===== src/rtl/irq_pkg.sv =====
// Shared constants for the four-channel interrupt request latch.
// Channel count, index width, enable reset value and mode encodings.
package irq_pkg;

    localparam int N_CH = 4;
    localparam int ID_W = 2;

    localparam logic [N_CH-1:0] EN_RST = 4'hF;

    localparam int MODE_EDGE  = 0;
    localparam int MODE_LEVEL = 1;

    function automatic logic [N_CH-1:0] id_onehot(input logic [ID_W-1:0] id);
        return N_CH'(1) << id;
    endfunction

endpackage


===== src/rtl/irq_request_latch_bit_sync.sv =====
// Single-bit multi-flop synchroniser for an asynchronous request line.
// Chain depth is SYNC_STAGES; synchronous active-low reset.
module bit_sync #(
    parameter int SYNC_STAGES = 2
) (
    input  logic clk,
    input  logic rst_n,
    input  logic d,
    output logic q
);

    logic [SYNC_STAGES-1:0] chain_q;
    logic [SYNC_STAGES-1:0] chain_d;

    always_comb begin
        chain_d = {chain_q[SYNC_STAGES-2:0], d};
    end

    always_ff @(posedge clk) begin
        if (!rst_n) begin
            chain_q <= '0;
        end else begin
            chain_q <= chain_d;
        end
    end

    assign q = chain_q[SYNC_STAGES-1];

endmodule


===== src/rtl/irq_request_latch.sv =====
// Four-channel request capture: synchronise, edge-detect, hold pending
// until acked through the downstream priority encoder feedback.
module irq_request_latch
    import irq_pkg::*;
#(
    parameter int SYNC_STAGES = 2,
    parameter int LEVEL_MODE  = 0
) (
    input  logic            clk,
    input  logic            rst_n,
    input  logic [N_CH-1:0] irq_in,
    input  logic            en_wr,
    input  logic [N_CH-1:0] en_data,
    input  logic            ack,
    input  logic [ID_W-1:0] enc_y,
    input  logic            enc_valid,
    input  logic            ovr_clr,
    output logic [N_CH-1:0] pend_out,
    output logic            irq_out,
    output logic [N_CH-1:0] overrun
);

    logic [N_CH-1:0] sync_last;
    logic [N_CH-1:0] prev_q, prev_d;
    logic [N_CH-1:0] pending_q, pending_d;
    logic [N_CH-1:0] overrun_q, overrun_d;
    logic [N_CH-1:0] en_q, en_d;
    logic [N_CH-1:0] rise;
    logic [N_CH-1:0] clr;

    for (genvar i = 0; i < N_CH; i++) begin : g_sync
        bit_sync #(
            .SYNC_STAGES(SYNC_STAGES)
        ) u_sync (
            .clk  (clk),
            .rst_n(rst_n),
            .d    (irq_in[i]),
            .q    (sync_last[i])
        );
    end

    always_comb begin
        rise   = sync_last & ~prev_q;
        prev_d = sync_last;
        en_d   = en_wr ? en_data : en_q;
        clr    = '0;
        // Only a channel visible to the encoder may be acknowledged.
        if (ack && enc_valid && en_q[enc_y]) begin
            clr = id_onehot(enc_y);
        end
        if (LEVEL_MODE == MODE_LEVEL) begin
            pending_d = sync_last;
            overrun_d = '0;
        end else begin
            pending_d = (pending_q & ~clr) | rise;
            overrun_d = (ovr_clr ? '0 : overrun_q)
                      | (rise & pending_q & ~clr);
        end
    end

    always_ff @(posedge clk) begin
        if (!rst_n) begin
            prev_q    <= '0;
            pending_q <= '0;
            overrun_q <= '0;
            en_q      <= EN_RST;
        end else begin
            prev_q    <= prev_d;
            pending_q <= pending_d;
            overrun_q <= overrun_d;
            en_q      <= en_d;
        end
    end

    assign pend_out = pending_q & en_q;
    assign irq_out  = |pend_out;
    assign overrun  = overrun_q;

endmodule


===== config.mk =====
export PLATFORM = sky130hd
export DESIGN_NAME = irq_request_latch
export DESIGN_NICKNAME = d
export VERILOG_FILES = /design/src/rtl/irq_pkg.sv /design/src/rtl/irq_request_latch_bit_sync.sv /design/src/rtl/irq_request_latch.sv
export SDC_FILE = /design/constraint.sdc
export NUM_CORES = 1
export LEC_CHECK = 0
export ABC_AREA = 1
export ABC_CLOCK_PERIOD_IN_PS = 1100
export CAP_MARGIN = 10
export CORE_MARGIN = 3
export CORE_UTILIZATION = 49
export CTS_BUF_LIST = sky130_fd_sc_hd__clkbuf_2
export CTS_CLUSTER_DIAMETER = 100
export CTS_CLUSTER_SIZE = 28
export DETAILED_ROUTE_END_ITERATION = 6
export PLACE_DENSITY_LB_ADDON = 0.15
export SLEW_MARGIN = 5
export SYNTH_ARGS = -nofsm -noshare
export SYNTH_HDL_FRONTEND = slang
export SYNTH_SLANG_ARGS = --single-unit

===== constraint.sdc =====
create_clock -name clk -period 1.1 [get_ports clk]
set_input_delay 0.33 -clock clk [delete_from_list [all_inputs] [get_ports clk]]
set_output_delay 0.33 -clock clk [all_outputs]
set_load 0.01 [all_outputs]

# [Word-level counts from Yosys, hierarchy flattened]
# Index checks and enable logic that the tools add are counted.
# Widths: inputs -> output; s select.
[totals] reg_bits=24 in_bits=16 output_inout_bits=9 wordCells=26
[op_classes] magnitude_cmp=1 shift=1 mux=4 n_bitwise=9 reduce_logical=3
[op_table] cell="$and 4x4->4" n=5
[op_table] cell="$mux 4" n=2
[op_table] cell="$not 4->4" n=2
[op_table] cell="$or 4x4->4" n=2
[op_table] cell="$reduce_or 4->1" n=1
[op_table] cell="$shl 1x2->4 const A" n=1
[op_table] cell="$lt 2x3->1 const B" n=1
[op_table] cell="$bmux 1 s2" n=1
[op_table] cell="$logic_and 1x1->1" n=2
[op_table] cell="$mux 1" n=1

# [Logic depth before layout (Yosys ltp)]
[depth] ltp_word=7 depth_mapped=8 depth_no_buf=8

# [By module]
# From an unflattened synthesis, not the netlist that was laid out.
[unflattened] hier_cells=131 hier_area_um2=937.1
[by_module_without_submodules] mod="irq_request_latch" instances=1 cells_per_inst=107 area_per_inst_um2=716.9
[by_module_without_submodules] mod="bit_sync" instances=4 cells_per_inst=6 area_per_inst_um2=55.1

# [Worst setup path after synthesis]
# OpenSTA, ideal clock, no wires.
[synth_timing] path_kind="input port to flip-flop" from="in rst_n" to="reg en_q[0]" setup_time_ps=123 arrival_ps=821 slack_ps=155 cell_stages=3 n_path_buf=2 path_cell_list="clkbuf_1 > buf_2 > nand3_1"
[synth_rtl] item="from (decl)" line="irq_request_latch.sv:10" text="input logic rst_n,"
[synth_rtl] item="to (signal assigned)" line="irq_request_latch.sv:71" text="en_q <= en_d;"
[synth_rtl] item="to (decl)" line="irq_request_latch.sv:27" text="logic [N_CH-1:0] en_q, en_d;"
# No word-level cell between the ends.

# [Worst setup path in the final report]
[layout_timing] from="reg en_q[2]" to="out irq_out"
[layout_via] elab_chain_len=2
[layout_lines] item="$and 4x4->4" line="irq_request_latch.sv:75" text="assign pend_out = pending_q & en_q;"
[layout_lines] item="$reduce_or 4->1" line="irq_request_latch.sv:76" text="assign irq_out = |pend_out;"
[layout_lines] item="to (decl)" line="irq_request_latch.sv:19" text="output logic irq_out,"
# No other way between the ends.

==> metrics <==
status=finished, violations left; failing checks=negative setup slack; largest net degree at the start of global routing=15; post-synth top area share=0.5100; maxcap violations=0; cell area after layout=1414 µm²; fmax=749.9 MHz; CTS clk-pin slew, worst paths=0.22 ns; Die X=49.85 µm; Layout area overhead=50.07%; CP startpoint kind=register; CTS tree=yes; Final Max Slew Viols=0; multi-input combinational cell area=379.1 µm²; Post-Synthesis Net Count=148; Num CTS Buffers=3; starting density of the core=0.5340; relative slew slack=0.7933; IO Pins=25; fin crit period=1.333 ns; RSZ-0062 raised after global routing=yes; skew final=0.001707 ns; Yosys reg bits=24; root buf cell=clkbuf_2; IO buf count=24; Top delay family on crit path=flip-flops; GPL Wtd Cong=0.7425; synth warn=0; Final Util=0.8014; crit path kind=reg2out; sequential element share of the synthesized area=0.5100; global-route wire length before repair=3.463 mm; syn_area_per_cell=7.138 µm²; post-route setup slack=-0.2334 ns; synthesized instance count=132; # H-tree levels=1; final hold violation count=0; antenna violations before repair=0; Tcrit/Tclk final=1.212; ANT nets after route=0; worst path arrival time=1.00 ns; Buf/Inv on CP=1; register area=495.5 µm²; top post-synthesis cells by area=dfxtp_1, nand2_1, inv_1; WHS=0.4275 ns; ANT cells=0; post-detail-place hpwl=1.553 mm; Worst path slowest cell=dfxtp_2; CP Capture Type=output pin; Cell Area, Synth=942.2 µm²; Remaining DRCs=0; NumNets Final=190; die height=49.85 µm; Hold WC Path Type=reg2reg; clk_lat worst skew=0.33 ns; fin cells=198; share of cells above drive strength 1=0.3584; Clock Path Buffers=2; Critical Path RT=0.77 ns; via count=887; vias in the first global route=851; area post-placement=1280 µm²; Pwr per Cell Area=1247 nW/µm²; CP Cell Sequence=nand2_2, nand4_1, buf_2; wire per inst=11.41 µm; measured slew at the worst slew-check pin=0.3096 ns; final wirelength=2.260 mm; Core ar.=1764 µm²; Leak Pwr=0.7337 nW; post-synthesis cell type count=13; Post-Place Cells=189; gr usage total=0.1822; Worst Path Max Fanout=2; die area=2485 µm²; num rows=15; aggregate global routing overflow=0; Fillers=136; drt first pass iters=4; cell taking the most area after synthesis=dfxtp_1; final setup fails=9; Worst IR Drop VDD=1.082 mV; drt via density=4.480; Worst path max stage delay=0.38 ns; clk sinks=24; Iter 0 DRT Violations=23
==> kinds of logic (layout without fill, tap and decap cells) <==
kind of cell | Yosys count | after routing | share of synthesized area
flip-flops | 24 | 24 | 0.5100
AO/OA/AOI/OAI | 8 | 8 | 0.04250
AND/OR/NAND/NOR | 67 | 67 | 0.3147
buffers and inverters | 33 | 74 | 0.1328
==> final cells by class <==
class / instances / area share
Tap cell: 25 / 0.02212
Multi-Input combinational cell: 75 / 0.2681
Inverter: 31 / 0.08230
Clock buffer: 3 / 0.01062
Sequential cell: 24 / 0.3504
Timing Repair Buffer: 39 / 0.2451
Clock inverter: 1 / 0.02124
==> through the flow <==
step | setup TNS (ns) | power [mW] | setup WS (ns)
after detailed placement | -6.296 | 1.187 | -0.4250
after global placement | -5.689 | 1.176 | -0.3868
after floorplan | 0 | 1.049 | 0.1554
after CTS | -1.271 | 1.755 | -0.2498
final | -1.112 | 1.764 | -0.2334
after global routing | -2.094 | 1.852 | -0.3316
==> final timing paths <==
| kind | startpoint | cells after the start | slack [ns] | to |
|---|---|---|---|---|
| min | g_sync[3].u_sync.chain_q[0] | 2 | 0.43 | g_sync[3].u_sync.chain_q[1] |
| min reg2reg | g_sync[3].u_sync.chain_q[0] | 2 | 0.43 | g_sync[3].u_sync.chain_q[1] |
| max reg2reg | en_q[0] | 8 | 0.01 | overrun[2] |
| max | en_q[2] | 3 | -0.23 | irq_out |
==> state kept, by name, indices dropped and copies added (netlist names) <==
| signal | cells |
|---|---|
| en_q | 4 |
| g_sync.u_sync.chain_q | 8 |
| overrun | 4 |
| pending_q | 4 |
| prev_q | 4 |
==> synth_stat cells, drive strengths merged <==
cell type and n:
nor2 7, buf 1, dfxtp 24, a21oi 8, nand3 8, nand4 1, nand2 51, inv 31
clkbuf 1
==> worst register-to-register path, cell delays in order (launching register included) <==
cell and delay (ns):
dfxtp_2 0.37, buf_4 0.13, nand2_1 0.06, nand2_1 0.05, nand2_2 0.08, nand2_4 0.08
nand3_4 0.07, nand2_1 0.08, a21oi_2 0.13
==> timing repair <==
| item | 4_1_cts | 5_1_grt |
|---|---|---|
| setup buffers | 3 | 2 |
| hold buffers | 0 | 0 |
| pin swaps | 4 | 7 |
| resized for setup | 58 | 13 |
| endpoints found under the setup margin | 17 | 16 |
==> cells in the final DEF, fill, tap and decap left out, drive strengths merged <==
cell | Yosys | routed
dfxtp | 24 | 24
clkdlybuf4s50 | 0 | 13
buf | 1 | 24
nand4 | 1 | 1
nand3 | 8 | 8
clkbuf | 1 | 3
dlygate4sd2 | 0 | 2
bufinv | 0 | 1
nor2 | 7 | 7
inv | 31 | 31
a21oi | 8 | 8
nand2 | 51 | 51
==> power breakdown <==
part | leakage, nW | total (mW) | internal [mW] | switching [mW]
Clock | 0.0266 | 0.572 | 0.313 | 0.258
Sequential | 0.200 | 0.932 | 0.912 | 0.0202
Combinational | 0.507 | 0.260 | 0.133 | 0.127
==> layer usage <==
layer  vias to the layer above  track usage  share of wire
met2                        22       0.3524           0.56
met1                       398       0.1902           0.39
met5                         -            0              0
li1                        465            -              -
met4                         0      0.05069         0.0075
met3                         2      0.04532          0.044
No activity file was read; power rests on OpenSTA's default activity.
==> RTL edit 1 (same settings) <==
Register the output `overrun` once more, cleared by the reset; this adds one clock of latency there. The other outputs are not delayed to match.
--- a/src/rtl/irq_request_latch.sv
+++ b/src/rtl/irq_request_latch.sv
@@ -75,5 +75,11 @@
     assign pend_out = pending_q & en_q;
     assign irq_out  = |pend_out;
-    assign overrun  = overrun_q;
+    always_ff @(posedge clk) begin
+        if (!rst_n) begin
+            overrun <= '0;
+        end else begin
+            overrun <= overrun_q;
+        end
+    end
 
 endmodule
Check against the original RTL: not equivalent (Yosys sat finds a counterexample within 10 cycles, from zero or initial values and one cycle with rst_n low).
==> RTL edit 1 against the original RTL <==
  * The run still ends with setup timing left
  * Area after synthesis increased by 8.5%
  * Total power is 2.6% lower
  * Combinational power grew 5%
  * Sequential cell count up 4
  * First-iteration DRC count down 48%
  * Setup slack got worse by 0.054 ns
  * Final area rose by 3.8%
  * Synthesized cell count increased by 2.3%
  * Wire length up 2.2%
  * Clock power fell by 36%
  * Critical path type unchanged
  * Critical endpoint unchanged
  * Largest cell class unchanged
  * Largest power group unchanged
  * Highest routed layer unchanged
==> RTL edit 1: results (changes against the original RTL) <==
* Reg-to-reg slack, setup at -0.02 ns (-0.03 ns)
* Filler Cell Count at 120 (-12%)
* Hold path startpoint: rst_n
* Reg-to-Reg End: pending_q[1]$_SDFF_PN0_
* Footprint of the flip-flops and latches at 572 um2 (+15%)
* Actual transition at the worst max-transition pin at 0.263 ns (-0.0465 ns)
* Switching Power at 0.000445 W (+9.6%)
* Post-route worst setup slack at -0.287 ns (-0.0537 ns)
* Largest net degree at the start of global routing at 16 (+1)
* Clock-pin slew on the worst setup and hold paths at 0.25 ns (+0.03 ns)
* Routed metal-1 wirelength at 937 um (+6.2%)
* Share of power burned in registers at 0.628 (+0.100)
* Violated checks: setup timing
* Vias in the first global route at 916 (+7.6%)
* Total wirelength of the detailed-routed design at 2.31 mm (+2.2%)
* Status: finished, violations left
* Final worst clock skew at 0.0127 ns (+0.0110 ns)
* Cell types with the largest area share after synthesis: sky130_fd_sc_hd__dfxtp_1 55%, sky130_fd_sc_hd__nand2_1 18%, sky130_fd_sc_hd__nand3_1 5.9%, sky130_fd_sc_hd__inv_1 5.9%, sky130_fd_sc_hd__inv_2 5.1%
* Internal Pwr Total at 0.00127 W (-6.3%)
* Sum of negative setup slack at -1.59 ns (-0.482 ns)
* Last weighted congestion value of the routability-driven placer at 0.868 (+17%)
* Multi-input logic area at 412 um2 (+8.6%)
* Mean cell area of the mapped netlist at 7.57 um2 (+6.1%)
* Final non-clock buffer share at 0.219 (-0.0260)
* Number of nets in the final layout at 193 (+1.6%)
* Leakage component of the power at 0.816 nW (+11%)
* Fraction of layout instances using a drive strength above 1 at 0.386 (+0.0280)
* Nets in the synthesized netlist at 151 (+2.0%)
* Fraction of area in clock buffers and inverters at 0.0128 (-0.0191)
* Distinct cell type count after synthesis at 12 (-1)
* WHS Path Cells at 3 (+1)
* Area of the die at 2670 um2 (+7.5%)
* Worst hold path type: input pin to flip-flop
* Average vias per placed instance at 4.68 (+4.5%)
* Worst-Skew Late Latency at 0.36 ns (+0.03 ns)
* Combinational Power at 0.000272 W (+5%)
* Number of setup violations in the final report at 15 (+6)
* Routed wire per std cell at 11.5 um (+0.64%)
* Worst vdd rail ir drop at 1.05 mV (-2.9%)
[RTL edit 1: repair_timing]
item | CTS | global route
resized for setup | 51 | 13
buffers inserted | 2 | 0
pin swaps | 2 | 2
cloned | 0 | 0
setup endpoints to repair | 11 | 17
[RTL edit 1: cell families (layout without fill, tap and decap cells)]
| logic type | after synthesis | after routing | synth area share |
|---|---|---|---|
| DFF | 28 | 28 | 0.548 |
| buffers and inverters | 32 | 73 | 0.122 |
| and+or+nand+nor | 75 | 75 | 0.329 |
[RTL edit 1: how the worst max path moves through the flow]
stage,end,start,slack (ns),cells after the start
after CTS,irq_out,pending_q[2]$_SDFF_PN0_,-0.27,3
final,irq_out,pending_q[0]$_SDFF_PN0_,-0.29,3
after detailed placement,overrun_q[0]$_SDFF_PN0_,enc_y[0],-0.43,8
after global routing,irq_out,pending_q[2]$_SDFF_PN0_,-0.34,3
after global placement,overrun_q[0]$_SDFF_PN0_,enc_y[0],-0.37,8
after floorplan,overrun_q[0]$_SDFF_PN0_,enc_y[0],0.21,8
==> RTL edit 2 (same flow settings) <==
Made on the original files. Set the package constant `ID_W` to 4 (it was 2).
--- a/src/rtl/irq_pkg.sv
+++ b/src/rtl/irq_pkg.sv
@@ -4,5 +4,5 @@
 
     localparam int N_CH = 4;
-    localparam int ID_W = 2;
+    localparam int ID_W = 4;
 
     localparam logic [N_CH-1:0] EN_RST = 4'hF;
Ports: changed (resized enc_y); port bits go from 25 to 27. The function was not compared with the original's and may differ.
==> RTL edit 2 against the original RTL <==
  * The flow still finishes with violations (setup timing)
  * Area after synthesis fell by 0.40%
  * Final area up 0.27%
  * Sequential share of layout area down 0.18 points
  * Register-to-register slack better by 0.04 ns
  * Wire length fell by 2.3%
  * Final cell count grew 1.0%
  * Highest routed layer unchanged
  * Global-route usage is 1.1 points higher
  * Core utilization rose by 0.21 points
  * Total power fell by 0.40%
  * Setup slack got worse by 0.0070 ns
  * Sequential cell count unchanged
==> RTL edit 2: results (changes against the original RTL) <==
* Global-route wire length before repair at 3.74 mm (+8.0%)
* Final worst clock skew at 0.0245 ns (+0.0228 ns)
* Primary flip-flop cell chosen by synthesis mapping: sky130_fd_sc_hd__dfxtp_1
* Post-route worst setup slack at -0.240 ns (-0.00699 ns)
* Worst vdd rail ir drop at 1.03 mV (-5.2%)
* Placement Setup Slack at -0.355 ns (+0.0698 ns)
* Leakage component of the power at 0.747 nW (+1.8%)
* Fraction of synthesis flops using an asynchronous set or reset pin at 0 (unchanged)
* WHS Path Cells at 2 (unchanged)
* Fraction of layout instances using a drive strength above 1 at 0.297 (-0.0612)
* Cell types with the largest area share after synthesis: sky130_fd_sc_hd__dfxtp_1 51%, sky130_fd_sc_hd__nand2_1 19%, sky130_fd_sc_hd__inv_1 12%, sky130_fd_sc_hd__a21oi_1 4.3%, sky130_fd_sc_hd__nand4_1 3.3%
* Data arrival time of the worst path at 1.01 ns
* GR Util All Layers at 0.193 (+0.0105)
* Violation count after the first detailed-route iteration at 16 (-30%)
* Number of setup violations in the final report at 9 (unchanged)
* Status: finished, violations left
* Actual transition at the worst max-transition pin at 0.311 ns (+0.00113 ns)
* Violated checks: setup timing
* Number of flip-flops in the largest register at 8 (unchanged)
* Last weighted congestion value of the routability-driven placer at 0.775 (+4.4%)
* Slew Viols, Final at 0 (unchanged)
* Total clock buffers created by CTS at 3 (unchanged)
* Largest buffer count on any clock path at 2 (unchanged)
* Register with the most flip-flops: g_sync.u_sync.chain_q
* Distinct cell type count after synthesis at 11 (-2)
* Final HPWL from detailed placement at 1.53 mm (-1.4%)
* Top cell types by occurrence after synthesis: 48 x sky130_fd_sc_hd__nand2_1, 31 x sky130_fd_sc_hd__inv_1, 24 x sky130_fd_sc_hd__dfxtp_1
* Sequential cell area fraction in the yosys report at 0.512 (+0.00204)
* Multi-input logic area at 372 um2 (-2.0%)
* Sw Share at 0.226 (-0.00453)
* Routed wire per std cell at 11.0 um (-3.2%)
* Vias after detailed routing at 926 (+4.4%)
* Count of cells along the worst register-to-register path at 6 (-2)
* Number of H-tree levels at 1 (unchanged)
* Number of warning messages in the yosys log at 0 (unchanged)
* Number of nets in the final layout at 194 (+2.1%)
* Vias in the first global route at 924 (+8.6%)
* Clock-pin slew on the worst setup and hold paths at 0.23 ns
* Antenna violations before repair at 0 (unchanged)
* Worst hold path type: flip-flop to flip-flop
* Biggest fanout along the worst timing path at 2 (unchanged)
* Nets in the synthesized netlist at 152 (+2.7%)
* Filler Cell Count at 129 (-5.1%)
* Buffers on Ports at 26 (+8.3%)
-- RTL edit 2: timing repair --
item | 4_1_cts | 5_1_grt
resized for setup | 54 | 15
pin swaps | 4 | 6
endpoints found under the setup margin | 9 | 17
buffers inserted | 2 | 2
-- RTL edit 2: logic make-up (layout without fill, tap and decap cells) --
family | after synthesis | count (layout) | share of synthesized area
buffers and inverters | 34 | 75 | 0.139
and+or+nand+nor | 68 | 68 | 0.307
DFF | 24 | 24 | 0.512
AOI/OAI and AO/OA | 8 | 8 | 0.0427
-- RTL edit 2: power by group through the flow --
| stage | clock network [W] | registers, W | logic [W] |
|---|---|---|---|
| floorplan | 0 | 0.000942 | 0.0000981 |
| finish | 0.000569 | 0.000933 | 0.000254 |
| global route | 0.000614 | 0.000937 | 0.000284 |
| global placement | 0 | 0.000941 | 0.000227 |
| detailed placement | 0 | 0.000943 | 0.000233 |
| CTS | 0.000579 | 0.000930 | 0.000234 |
-- RTL edit 2: metal layers --
metal | share of wire | GRT usage
met2 | 0.54 | 0.357
met5 | 0 | 0
met1 | 0.40 | 0.210
met4 | 0.010 | 0.0737
met3 | 0.054 | 0.0423
-- RTL edit 2: worst paths after layout --
kind | startpoint | end | slack, ns
max | pending_q[1]$_SDFF_PN0_ | irq_out | -0.24
min | g_sync[0].u_sync.chain_q[1]$_SDFF_PN0_ | prev_q[0]$_SDFF_PN0_ | 0.41
max reg2reg | en_q[2]$_SDFFE_PN1P_ | pending_q[2]$_SDFF_PN0_ | 0.05
min reg2reg | g_sync[0].u_sync.chain_q[1]$_SDFF_PN0_ | prev_q[0]$_SDFF_PN0_ | 0.41
-- RTL edit 2: area by class of cell --
| type | count | share of cell area |
|---|---|---|
| tap | 25 | 0.0221 |
| clock buffer | 3 | 0.0106 |
| sequential | 24 | 0.349 |
| multi-input combinational | 76 | 0.262 |
| clock inverter | 1 | 0.0212 |
| inverter | 32 | 0.0847 |
| timing repair buffer | 39 | 0.251 |
-- RTL edit 2: stage by stage --
step           TNS, ns  hold WS, ns  instance area, um2  total power, W  std cells
2_1_floorplan        0        0.390                 938         0.00104        134
3_3_place_gp     -5.72        0.394                1290         0.00117        192
3_5_place_dp     -6.16        0.403                1290         0.00118        192
4_1_cts          -1.24        0.437                1360         0.00174        198
5_1_grt          -1.77        0.449                1420         0.00184        200
6_report         -1.16        0.414                1420         0.00176        200
-- RTL edit 2: worst max-delay path: stages, from the launching register on --
cell and delay (ns):
sky130_fd_sc_hd__dfxtp_2 0.39, sky130_fd_sc_hd__nand2_2 0.06, sky130_fd_sc_hd__nand4_1 0.08, sky130_fd_sc_hd__buf_2 0.14
